`src/rtl/alu4_cmd_seq.sv`:
```
// Command sequencer for the 4-bit add/sub/inc/dec datapath: accepts commands over
// valid/ready, steps the datapath (multiply as repeated adds), returns result/carry/zero.
module alu4_cmd_seq #(
   parameter int W = 4
) (
   input  logic         clk,
   input  logic         rst,
   input  logic         cmd_valid,
   output logic         cmd_ready,
   input  logic [2:0]   cmd_op,
   input  logic [W-1:0] cmd_data,
   output logic [W-1:0] alu_a,
   output logic [W-1:0] alu_b,
   output logic         alu_add,
   output logic         alu_sub,
   output logic         alu_inc,
   output logic         alu_switch,
   input  logic [W-1:0] alu_c,
   output logic         rsp_valid,
   input  logic         rsp_ready,
   output logic [W-1:0] rsp_data,
   output logic         rsp_carry,
   output logic         rsp_zero,
   output logic         busy
);

   typedef enum logic [1:0] {IDLE = 2'd0, EXEC = 2'd1, MUL = 2'd2, RESP = 2'd3} state_t;

   localparam logic [2:0] OP_LOAD = 3'd0;
   localparam logic [2:0] OP_ADD  = 3'd1;
   localparam logic [2:0] OP_SUB  = 3'd2;
   localparam logic [2:0] OP_INC  = 3'd3;
   localparam logic [2:0] OP_DEC  = 3'd4;
   localparam logic [2:0] OP_MUL  = 3'd5;
   localparam logic [2:0] OP_CLR  = 3'd6;

   state_t         state_q, state_d;
   logic [2:0]     op_q, op_d;
   logic [W-1:0]   data_q, data_d, acc_q, acc_d, prod_q, prod_d, cnt_q, cnt_d;
   logic           carry_q, carry_d;
   logic [W-1:0]   alu_a_q, alu_a_d, alu_b_q, alu_b_d;
   logic           alu_add_q, alu_add_d, alu_sub_q, alu_sub_d, alu_inc_q, alu_inc_d;
   logic           rsp_valid_q, rsp_valid_d, rsp_carry_q, rsp_carry_d, rsp_zero_q, rsp_zero_d;
   logic [W-1:0]   rsp_data_q, rsp_data_d;
   logic           cmd_ready_q, cmd_ready_d, busy_q, busy_d;

   // Datapath controls are registered, so they are set up one cycle ahead of the step that uses alu_c.
   always_comb begin
      state_d     = state_q;
      op_d        = op_q;
      data_d      = data_q;
      acc_d       = acc_q;
      prod_d      = prod_q;
      cnt_d       = cnt_q;
      carry_d     = carry_q;
      alu_a_d     = {W{1'b0}};
      alu_b_d     = {W{1'b0}};
      alu_add_d   = 1'b0;
      alu_sub_d   = 1'b0;
      alu_inc_d   = 1'b0;
      rsp_valid_d = rsp_valid_q;
      rsp_data_d  = rsp_data_q;
      rsp_carry_d = rsp_carry_q;
      rsp_zero_d  = rsp_zero_q;
      case (state_q)
         IDLE: begin
            if (cmd_valid && cmd_ready_q) begin
               op_d   = cmd_op;
               data_d = cmd_data;
               if (cmd_op == OP_MUL) begin
                  state_d   = MUL;
                  prod_d    = {W{1'b0}};
                  cnt_d     = cmd_data;
                  carry_d   = 1'b0;
                  alu_a_d   = acc_q;
                  alu_add_d = (cmd_data != {W{1'b0}});
               end else begin
                  state_d = EXEC;
                  case (cmd_op)
                     OP_ADD:  begin alu_a_d = cmd_data; alu_b_d = acc_q; alu_add_d = 1'b1; end
                     OP_SUB:  begin alu_a_d = cmd_data; alu_b_d = acc_q; alu_sub_d = 1'b1; end
                     OP_INC:  begin alu_b_d = acc_q; alu_inc_d = 1'b1; end
                     OP_DEC:  alu_b_d = acc_q;
                     default: alu_b_d = {W{1'b0}};
                  endcase
               end
            end else begin
               state_d = IDLE;
            end
         end
         EXEC: begin
            state_d = RESP;
            case (op_q)
               OP_LOAD: begin acc_d = data_q; carry_d = 1'b0; end
               OP_ADD:  begin acc_d = alu_c; carry_d = (alu_c < acc_q); end
               OP_SUB:  begin acc_d = alu_c; carry_d = (data_q > acc_q); end
               OP_INC:  begin acc_d = alu_c; carry_d = (acc_q == {W{1'b1}}); end
               OP_DEC:  begin acc_d = alu_c; carry_d = (acc_q == {W{1'b0}}); end
               OP_CLR:  begin acc_d = {W{1'b0}}; carry_d = 1'b0; end
               default: carry_d = 1'b0;
            endcase
            rsp_valid_d = 1'b1;
            rsp_data_d  = acc_d;
            rsp_carry_d = carry_d;
            rsp_zero_d  = (acc_d == {W{1'b0}});
         end
         MUL: begin
            if (cnt_q != {W{1'b0}}) begin
               prod_d  = alu_c;
               carry_d = carry_q | (alu_c < prod_q);
               cnt_d   = cnt_q - W'(1);
               if (cnt_q != W'(1)) begin
                  alu_a_d   = acc_q;
                  alu_b_d   = alu_c;
                  alu_add_d = 1'b1;
               end else begin
                  alu_add_d = 1'b0;
               end
            end else begin
               acc_d       = prod_q;
               state_d     = RESP;
               rsp_valid_d = 1'b1;
               rsp_data_d  = prod_q;
               rsp_carry_d = carry_q;
               rsp_zero_d  = (prod_q == {W{1'b0}});
            end
         end
         RESP: begin
            if (rsp_ready) begin
               rsp_valid_d = 1'b0;
               state_d     = IDLE;
            end else begin
               state_d = RESP;
            end
         end
         default: state_d = IDLE;
      endcase
      cmd_ready_d = (state_d == IDLE);
      busy_d      = (state_d != IDLE);
   end

   // State, accumulator and all registered outputs.
   always_ff @(posedge clk) begin
      if (rst) begin
         state_q     <= IDLE;
         op_q        <= 3'd0;
         data_q      <= {W{1'b0}};
         acc_q       <= {W{1'b0}};
         prod_q      <= {W{1'b0}};
         cnt_q       <= {W{1'b0}};
         carry_q     <= 1'b0;
         alu_a_q     <= {W{1'b0}};
         alu_b_q     <= {W{1'b0}};
         alu_add_q   <= 1'b0;
         alu_sub_q   <= 1'b0;
         alu_inc_q   <= 1'b0;
         rsp_valid_q <= 1'b0;
         rsp_data_q  <= {W{1'b0}};
         rsp_carry_q <= 1'b0;
         rsp_zero_q  <= 1'b0;
         cmd_ready_q <= 1'b1;
         busy_q      <= 1'b0;
      end else begin
         state_q     <= state_d;
         op_q        <= op_d;
         data_q      <= data_d;
         acc_q       <= acc_d;
         prod_q      <= prod_d;
         cnt_q       <= cnt_d;
         carry_q     <= carry_d;
         alu_a_q     <= alu_a_d;
         alu_b_q     <= alu_b_d;
         alu_add_q   <= alu_add_d;
         alu_sub_q   <= alu_sub_d;
         alu_inc_q   <= alu_inc_d;
         rsp_valid_q <= rsp_valid_d;
         rsp_data_q  <= rsp_data_d;
         rsp_carry_q <= rsp_carry_d;
         rsp_zero_q  <= rsp_zero_d;
         cmd_ready_q <= cmd_ready_d;
         busy_q      <= busy_d;
      end
   end

   assign alu_a      = alu_a_q;
   assign alu_b      = alu_b_q;
   assign alu_add    = alu_add_q;
   assign alu_sub    = alu_sub_q;
   assign alu_inc    = alu_inc_q;
   assign alu_switch = 1'b0;
   assign rsp_valid  = rsp_valid_q;
   assign rsp_data   = rsp_data_q;
   assign rsp_carry  = rsp_carry_q;
   assign rsp_zero   = rsp_zero_q;
   assign cmd_ready  = cmd_ready_q;
   assign busy       = busy_q;

endmodule
```
`config.mk`:
```
export PLATFORM = sky130hd
export DESIGN_NAME = alu4_cmd_seq
export DESIGN_NICKNAME = d
export VERILOG_FILES = /design/src/rtl/alu4_cmd_seq.sv
export SDC_FILE = /design/constraint.sdc
export NUM_CORES = 1
export LEC_CHECK = 0
export ABC_AREA = 1
export CORE_AREA = 2 2 74 76
export DETAILED_ROUTE_END_ITERATION = 10
export DIE_AREA = 0 0 76 78
export HOLD_SLACK_MARGIN = 0.1
export PLACE_DENSITY = 0.63
export SYNTH_ARGS = -nofsm -noshare
export SYNTH_HDL_FRONTEND = slang
export SYNTH_SLANG_ARGS = --single-unit
```
`constraint.sdc`:
```
create_clock -name clk -period 4 [get_ports clk]
set_input_delay 0.4 -clock clk [delete_from_list [all_inputs] [get_ports clk]]
set_output_delay 0.4 -clock clk [all_outputs]
set_load 0.05 [all_outputs]
```
==> results of run 1 <==
==> worst max-delay path by stage <==
stage	start	endpoint	slack, ns
3_5_place_dp	rst	busy	1.67
2_1_floorplan	rsp_data[2]	carry_q	2.20
3_3_place_gp	rst	busy	1.71
5_1_grt	state_q[0]	alu_a[2]	1.58
4_1_cts	state_q[0]	alu_a[2]	1.86
6_report	state_q[0]	alu_a[2]	1.86
==> synthesized netlist by cell type <==
cell      count  area [sq um]
nand2_1      61           229
dfxtp_1      38           761
inv_1        36           135
a21oi_1      32           160
nor2_1       31           116
o21ai_0      30           150
ha_1         18           225
nand3_1      16          80.1
inv_2         7          26.3
a22oi_1       4          30.0
clkbuf_1      4          15.0
nor3_1        4          20.0
o21ai_2       4          35.0
nor2_4        3          33.8
a21oi_2       2          17.5
nor2_2        2          12.5
o21ai_1       2          10.0
o22ai_1       2          12.5
a21o_1        1          7.51
a311oi_1      1          8.76
a31oi_1       1          6.26
buf_2         1          5.00
buf_4         1          7.51
clkbuf_8      1          13.8
conb_1        1          3.75
inv_4         1          6.26
nand2_2       1          6.26
nand3_2       1          10.0
nor3_2        1          10.0
nor3_4        1          16.3
o211ai_1      1          7.51
o21a_1        1          7.51
o31ai_1       1          7.51
or2_1         1          6.26
xor2_1        1          8.76
==> sequential cells by signal, indices dropped and copies added (netlist names) <==
signal / flops
cnt_q: 4
alu_a: 4
rsp_carry: 1
alu_inc: 1
data_q: 4
alu_b: 4
rsp_zero: 1
op_q: 3
alu_add: 1
rsp_data: 4
carry_q: 1
busy: 1
state_q: 2
alu_sub: 1
rsp_valid: 1
prod_q: 4
cmd_ready: 1
==> stage by stage <==
stage	setup WS, ns	cells	hold WS, ns	instance area [sq um]	util
2_1_floorplan	2.20	313	0.457	2210	-
3_3_place_gp	1.71	410	0.480	2590	0.515
3_5_place_dp	1.67	410	0.476	2590	0.515
4_1_cts	1.86	418	0.493	2710	0.536
5_1_grt	1.58	418	0.537	2710	0.536
6_report	1.86	418	0.493	2710	0.536
==> where the power goes <==
part	internal, mW	leakage (nW)	total [mW]	switching [mW]
Combinational	0.126	0.792	0.355	0.229
Sequential	0.415	0.311	0.453	0.0389
Clock	0.174	0.0575	0.309	0.135
==> worst register-to-register path, delay by kind of cell, from the launching register on <==
| kind | cells | cell delay (ns) |
|---|---|---|
| AOI/OAI and AO/OA | 2 | 0.50 |
| adders and majority gates | 1 | 0.65 |
| buffers and inverters | 2 | 0.16 |
| DFF | 1 | 0.35 |
| and+or+nand+nor | 3 | 0.40 |
==> logic make-up after synthesis <==
family	after synthesis	synth area share
AOI/OAI and AO/OA	82	0.209
xor gates and xnor gates	1	0.00397
adders and majority gates	18	0.102
buffers and inverters	51	0.0946
DFF	38	0.344
other	1	0.00170
and+or+nand+nor	122	0.245
==> routing by layer <==
metal / track usage / up-vias
li1: - / 1096
met4: 0.0636 / 0
met5: 0 / -
met1: 0.251 / 877
met3: 0.0430 / 7
met2: 0.304 / 54
==> final cells by class <==
class | instances | area share
Sequential cell | 38 | 0.281
Multi-Input combinational cell | 224 | 0.458
Timing Repair Buffer | 34 | 0.126
Inverter | 44 | 0.0620
Tap cell | 70 | 0.0324
Clock buffer | 8 | 0.0407
==> impl_metrics.csv, run 1 <==
group,metric,value,unit
status,status,"finished clean",
critical_path,critPathSlowestCell,"ha_1",
drt,wl_met1,2.60,mm
power_and_ir_drop,p_total,1.12,mW
power_and_ir_drop,power_density,413,nW/um^2
critical_path,rr_startpoint,"state_q[0]",
critical_path,worstPathMaxFanout,20,
critical_path,path_class,"reg -> reg",
yosys,syn_area_per_cell,7.06,sq um
yosys,synthesis.area,2210,sq um
grt,grt_overflow_total,0,
sta,max_freq,468,MHz
sta,finalSetupTns,0,ns
cells_and_area,drive_gt1_frac,0.0891,
grt,grt_pass1_wl,8.96,mm
cells_and_area,multi_input_area,1240,sq um
cts,cts_hold_buf,0,
grt,grt_pass1_vias,1838,
grt,antenna_found_initial,0,
cts,cts.sinks,38,
worst_hold_path,min_path_cells,2,
drt,wire_per_inst,12.8,microns
sta,hold_viol,0,
placed_design,dp_hpwl,4.01,mm
sta,tightest_slew,0.752,ns
cts,ctsResizeCount,0,
drt,vias_per_cell,4.87,
critical_path,r2r_slack,1.86,ns
critical_path,arrival,2.35,ns
grt,grt_start_max_net_pins,23,
critical_path,cp_slowest_stage_delay,0.65,ns
yosys,netlist_instances,313,
cts,cts_inserted_buffers,5,
floorplanning,io_pins,36,
cts,cts_tree,"yes",
critical_path,reg2reg_to,"alu_a[2]",
yosys,synth_seq_cells,38,
floorplanning,rows,26,
cells_and_area,final_net_count,380,
sta,fin_crit,2.14,ns
cts,cts_buffer_depth,2,
worst_hold_path,hold_path.class,"reg -> reg",
drt,drt_iter0_drc,160,
yosys,synthDistinctLibCells,35,
critical_path,path_cells,"inv_1 -> ha_1 -> nand2_1 -> a21oi_2 -> nor2_1 -> o22ai_1 -> inv_1 -> nor2_1",
flow_run,maxCapViolations,0,
worst_hold_path,hold_end,"carry_q",
yosys,synth_nets,346,
drt,route.met2.wl,2.39,mm
sta,rsz0062_at_grt,"false",
yosys,synth_seq_area_share,0.344,
power_and_ir_drop,irDropWorstVdd,224,uV
drt,wl,5.37,mm
drt,firstDrtPassIters,4,
floorplanning,dieArea,5930,sq um
critical_path,r2r_cells,8,
sta,min_period_over_period,0.534,
cells_and_area,final_cell_mix,"nand2_1 (61), dfxtp_1 (38), inv_1 (36)",
drt,top_layer_used,"met4",
sta,fin_worst_skew,0.0110,ns
critical_path,critPathRequiredTime,4.21,ns
cells_and_area,final_common_cell,"nand2_1",
floorplanning,core_area,5040,sq um
grt,track_usage,0.189,
placed_design,routabilityCongestion,0.882,
cts,post_cts_buffers,0,
drt,ant_nets,0,
cells_and_area,nFillCells,503,
drt,wl_met3,317,microns
floorplanning,die_width,76,microns
sta,setup_viol,0,
sta,drv_slew,0,
floorplanning,start_util,0.438,
sta,slew_headroom,0.499,
drt,route.detailed.drc,0,
critical_path,startpoint_type,"flop",
critical_path,critPathBufInv,2,
critical_path,end_kind,"flop",
cts,clockRootBuffer,"clkbuf_8",
floorplanning,die_height,78,microns
placed_design,portBuffers,34,
cts,path_clk_slew,0.08,ns
cells_and_area,n_antenna_cell,0,
cells_and_area,syn2layout_area_growth,22.5,%
worst_hold_path,min_from,"carry_q",
cts,htree_levels,2,
critical_path,cp_num_cells,8,
cells_and_area,register_area,761,sq um
drt,vias,2034,
yosys,synth_warnings,0,
cts,insertion_delay,0.29,ns
critical_path,critPathTopFamily,"adder cells",
power_and_ir_drop,p_leak,1.16,nW
No activity file was read; power rests on OpenSTA's default activity.
==> run 2: changes to the inputs <==
==> constraint.sdc (replaced) <==
create_clock -name clk -period 2 [get_ports clk]
set_input_delay 0.2 -clock clk [delete_from_list [all_inputs] [get_ports clk]]
set_output_delay 0.2 -clock clk [all_outputs]
set_load 0.05 [all_outputs]
==> run 2 against run 1 <==
  * Clock power is 100% higher
  * Hold slack barely moved
  * First-iteration DRC count down 11%
  * Flip-flop and latch count is the same
  * Die area unchanged
  * Total power up 100%
  * Cell count is 2.6% higher
  * Sequential share of layout area is 0.83 points lower
  * Combinational power increased by 110%
  * Critical path depth decreased by 7
  * Critical path type is now reg -> out
  * Largest cell class unchanged
==> impl_metrics.csv, run 2 (synthesized netlist as in run 1, its figures left out) <==
group,metric,value,unit
cells_and_area,multi_input_area,1240,sq um
grt,grt_start_max_net_pins,15,
drt,vias,2114,
floorplanning,start_util,0.438,
cts,post_cts_buffers,0,
sta,slew_headroom,0.665,
sta,drv_slew,0,
critical_path,critPathSlowestCell,"clkdlybuf4s50_1",
drt,vias_per_cell,4.93,
cts,cts.sinks,38,
floorplanning,rows,26,
critical_path,cp_slowest_stage_delay,0.86,ns
grt,grt_overflow_total,0,
power_and_ir_drop,p_total,2.27,mW
cts,cts_inserted_buffers,5,
power_and_ir_drop,irDropWorstVdd,597,uV
floorplanning,dieArea,5930,sq um
sta,finalSetupTns,0,ns
power_and_ir_drop,p_leak,1.22,nW
flow_run,maxCapViolations,0,
grt,grt_pass1_vias,1957,
floorplanning,die_height,78,microns
sta,fin_worst_skew,0.00426,ns
drt,drt_iter0_drc,142,
placed_design,portBuffers,34,
cells_and_area,final_cell_mix,"nand2_1 (61), dfxtp_1 (38), inv_1 (36)",
critical_path,startpoint_type,"flop",
critical_path,critPathTopFamily,"buffers and inverters",
sta,setup_viol,0,
drt,route.detailed.drc,0,
sta,setup_ws,0.199,ns
cells_and_area,n_antenna_cell,0,
placed_design,routabilityCongestion,0.880,
cts,ctsResizeCount,0,
cts,clockRootBuffer,"clkbuf_8",
sta,hold_viol,0,
critical_path,path_class,"reg -> out",
critical_path,critPathRequiredTime,1.80,ns
critical_path,path_cells,"clkdlybuf4s50_1",
critical_path,worstPathMaxFanout,6,
cts,cts_tree,"yes",
critical_path,critPathBufInv,1,
cells_and_area,syn2layout_area_growth,26.2,%
grt,track_usage,0.188,
worst_hold_path,hold_path.class,"reg -> reg",
grt,antenna_found_initial,0,
floorplanning,core_area,5040,sq um
drt,ant_nets,0,
sta,tightest_slew,0.501,ns
floorplanning,die_width,76,microns
drt,wire_per_inst,12.7,microns
cells_and_area,drive_gt1_frac,0.117,
drt,firstDrtPassIters,5,
critical_path,arrival,1.60,ns
cts,htree_levels,2,
drt,wl,5.45,mm
cts,path_clk_slew,0.08,ns
critical_path,end_kind,"output port",
status,status,"finished clean",
power_and_ir_drop,power_density,815,nW/um^2
cells_and_area,fin_area,2790,sq um
cts,insertion_delay,0.29,ns
sta,min_period_over_period,0.901,
cts,cts_hold_buf,0,
sta,max_freq,555,MHz
grt,grt_pass1_wl,9.06,mm
cells_and_area,final_common_cell,"nand2_1",
sta,rsz0062_at_grt,"false",
placed_design,dp_hpwl,4.31,mm
placed_design,dpl_worst_slack,0.182,ns
floorplanning,io_pins,36,
sta,fin_crit,1.80,ns
cells_and_area,final_net_count,391,
placed_design,placed_area,2680,sq um
cts,cts_buffer_depth,2,
cells_and_area,nFillCells,511,
cells_and_area,register_area,761,sq um
-- run 2: where the power goes --
group / leakage (nW) / switching [mW] / internal, mW
sequential: 0.311 / 0.0644 / 0.829
clock: 0.0575 / 0.277 / 0.349
combinational: 0.849 / 0.477 / 0.275
total: 1.22 / 0.819 / 1.45
-- run 2: path summary, 6_finish.rpt --
check	cells past startpoint	from	slack, ns	to
worst max register to register	8	state_q[0]	0.24	alu_a[2]
worst min-delay path	2	cnt_q[3]	0.49	cnt_q[3]
worst min register to register	2	cnt_q[3]	0.49	cnt_q[3]
worst max-delay path	1	rsp_data[2]	0.20	rsp_data[2]
-- run 2: metrics by stage --
step	hold WS, ns	std cells	utilization
6_report	0.493	429	0.553
5_1_grt	0.508	429	0.553
4_1_cts	0.496	429	0.553
3_5_place_dp	0.485	421	0.531
3_3_place_gp	0.473	421	0.531
2_1_floorplan	0.273	313	-
-- run 2: layer usage --
layer / global-route usage / up-vias / routed length (microns)
li1: - / 1115 / -
met1: 0.253 / 941 / 2640
met2: 0.307 / 53 / 2470
met3: 0.0349 / 5 / 295
met4: 0.0545 / 0 / 42
met5: 0 / - / 0
-- run 2: cell type report --
cell class,count,share of cell area
timing repair buffer,45,0.152
clock buffer,8,0.0395
tap,70,0.0314
inverter,44,0.0601
multi-input combinational,224,0.444
sequential,38,0.273
==> RTL edit (settings of run 2) <==
The 4 states of `state_t` get a one-hot encoding in 4 bits.
--- a/src/rtl/alu4_cmd_seq.sv
+++ b/src/rtl/alu4_cmd_seq.sv
@@ -25,5 +25,5 @@
 );
 
-   typedef enum logic [1:0] {IDLE = 2'd0, EXEC = 2'd1, MUL = 2'd2, RESP = 2'd3} state_t;
+   typedef enum logic [3:0] {IDLE = 4'b0001, EXEC = 4'b0010, MUL = 4'b0100, RESP = 4'b1000} state_t;
 
    localparam logic [2:0] OP_LOAD = 3'd0;
Check against the original RTL: no difference found for any inputs over 10 cycles, from zero or initial values and one cycle with rst high; not proved beyond that.
==> RTL edit against run 2 <==
Sequential cell count rose by 2. Synthesized cell count decreased by 2.6%. Setup slack got worse by 0.057 ns. Area after synthesis shrank 3.1%. Total power fell by 13%. Wire length fell by 0.59%. Sequential share of layout area grew 2.6 points. Die area did not move. Non-clock buffer count is 1 lower. Cell area fell by 3.9%.
==> RTL edit: results (changes against run 2) <==
Synthesis
The sequential share of the synthesized area is 0.374 (+0.0298). The adder-cell area share of the yosys netlist is 0.0702 (-0.0318). The count of cell types in the netlist is 30 (-14%).

The compound-cell area share of the yosys netlist is 0.175 (-0.0331). By area the synthesized netlist is led by dfxtp_1 37%, nand2_1 11%, a21oi_1 9.1%. The number of nets produced by synthesis is 332 (-4.0%). The fraction of synthesized cell area in xor and xnor cells is 0.00819 (+0.00422).

Global route
The wire length of the first global-routing pass was 9.25 mm (+2.1%). The met3 usage in global routing is 0.0372 (+0.00233). The met2 usage came to 0.324 (+0.0170). The via count of the first global-routing pass is 1955 (-0.10%). The met1 demand-to-capacity share in global routing came to 0.255 (+0.00270).

The pin count of the biggest net entering global routing is 21 (+6).

Pwr
The leakage power is 1.14 nW (-6.0%). The worst voltage drop across the vdd grid is 0.000387 V (-35%). The internal portion of total power is 0.00130 W (-10%). The proportion of total power due to net switching is 0.343 (-0.0173). The clock share of power is 0.249 (-0.026).

The total sequential power is 0.000904 W (+1%).

Floorplan
The effective utilization at floorplan is 0.424 (-0.0136).

Layout
The clock buffer and inverter area fraction after layout is 0.0289 (-0.0106). The multi-input logic portion of the cell area is 0.427 (-0.0172). The count of plain and timing-repair buffers is 44 (-2.2%). The final net count is 376 (-3.8%). The number of non-clock inverters was 41 (-6.8%). The multi-input combinational cell count is 217 (-3.1%). The final instance area came to 2680 sq um (-3.9%). The share of layout cells above drive strength 1 is 0.0974 (-0.0196).

Worst setup path
The maximum single-stage delay on the critical path is 0.80 ns (-0.06 ns). The endpoint identified for the worst register-to-register timing path is rsp_zero. The reg-to-reg setup timing slack is 0.29 ns (+0.05 ns). The worst reg2reg path startpoint is cnt_q[0]. The data arrival at the endpoint of the critical path is 1.66 ns (+0.06 ns).

Placed design
The weighted congestion at the end of routability-driven global placement is 0.844 (-4.1%). The half-perimeter wire length after detailed placement is 4.30 mm (-0.40%).

Clocking
The clock net sink count is 40 (+5.3%).

Timing
The worst-margin pin slew was 0.517 ns (+0.0168 ns). The largest clock skew in the final design was 0.00526 ns (+0.00101 ns).

Route
The number of iterations in the first detailed-routing pass is 4 (-1). The via count came to 2075 (-1.8%). The number of DRC violations after detailed-routing iteration 0 came to 131 (-7.7%).

Run status
The run finished with clean final reports.
[RTL edit: changes by cell type after synthesis, sizes merged, moves of 2 or more]
cell           run 2  this run
a31oi              1         3
a22oi              4         0
o21ai             36        27
ha                18        12
nor4               0         2
a21oi             34        39
dfxtp             38        40
inv               44        41
nand3             17        29
nor2              36        28
clkbuf             5         3
buf                2         4
[RTL edit: worst min path at each step]
stage	start	endpoint	slack [ns]	cells past startpoint
after floorplan	cmd_data[1]	data_q[1]	0.33	2
after detailed placement	prod_q[2]	prod_q[2]	0.49	2
after CTS	prod_q[2]	prod_q[2]	0.50	2
after global routing	data_q[2]	data_q[2]	0.54	2
final	prod_q[2]	prod_q[2]	0.50	2
after global placement	data_q[2]	data_q[2]	0.49	2
[RTL edit: metrics by stage]
stage / instances / setup slack (ns) / hold WS (ns)
after floorplan: 305 / 0.249 / 0.335
after global placement: 412 / 0.287 / 0.490
after detailed placement: 412 / 0.226 / 0.485
after CTS: 419 / 0.136 / 0.495
after global routing: 419 / 0.0899 / 0.537
final: 419 / 0.141 / 0.495
[RTL edit: tightest hold or removal path, stage by stage, from the launching register on]
cell and delay [ns]:
dfxtp_1 0.33, nand2_1 0.07, a21oi_1 0.05
[RTL edit: layer usage]
| metal | vias to the layer above | part of all wire |
|---|---|---|
| li1 | 1093 | - |
| met1 | 933 | 0.48 |
| met2 | 43 | 0.45 |
| met3 | 6 | 0.052 |
| met4 | 0 | 0.011 |
| met5 | - | 0 |
[RTL edit: kinds of logic (layout without fill, tap and decap cells)]
group           Yosys count  after routing
other cells               1              1
simple gates            130            130
flops                    40             40
xor+xnor                  2              2
compound gates           72             72
fa+ha+maj                12             12
buf+inv                  48             92
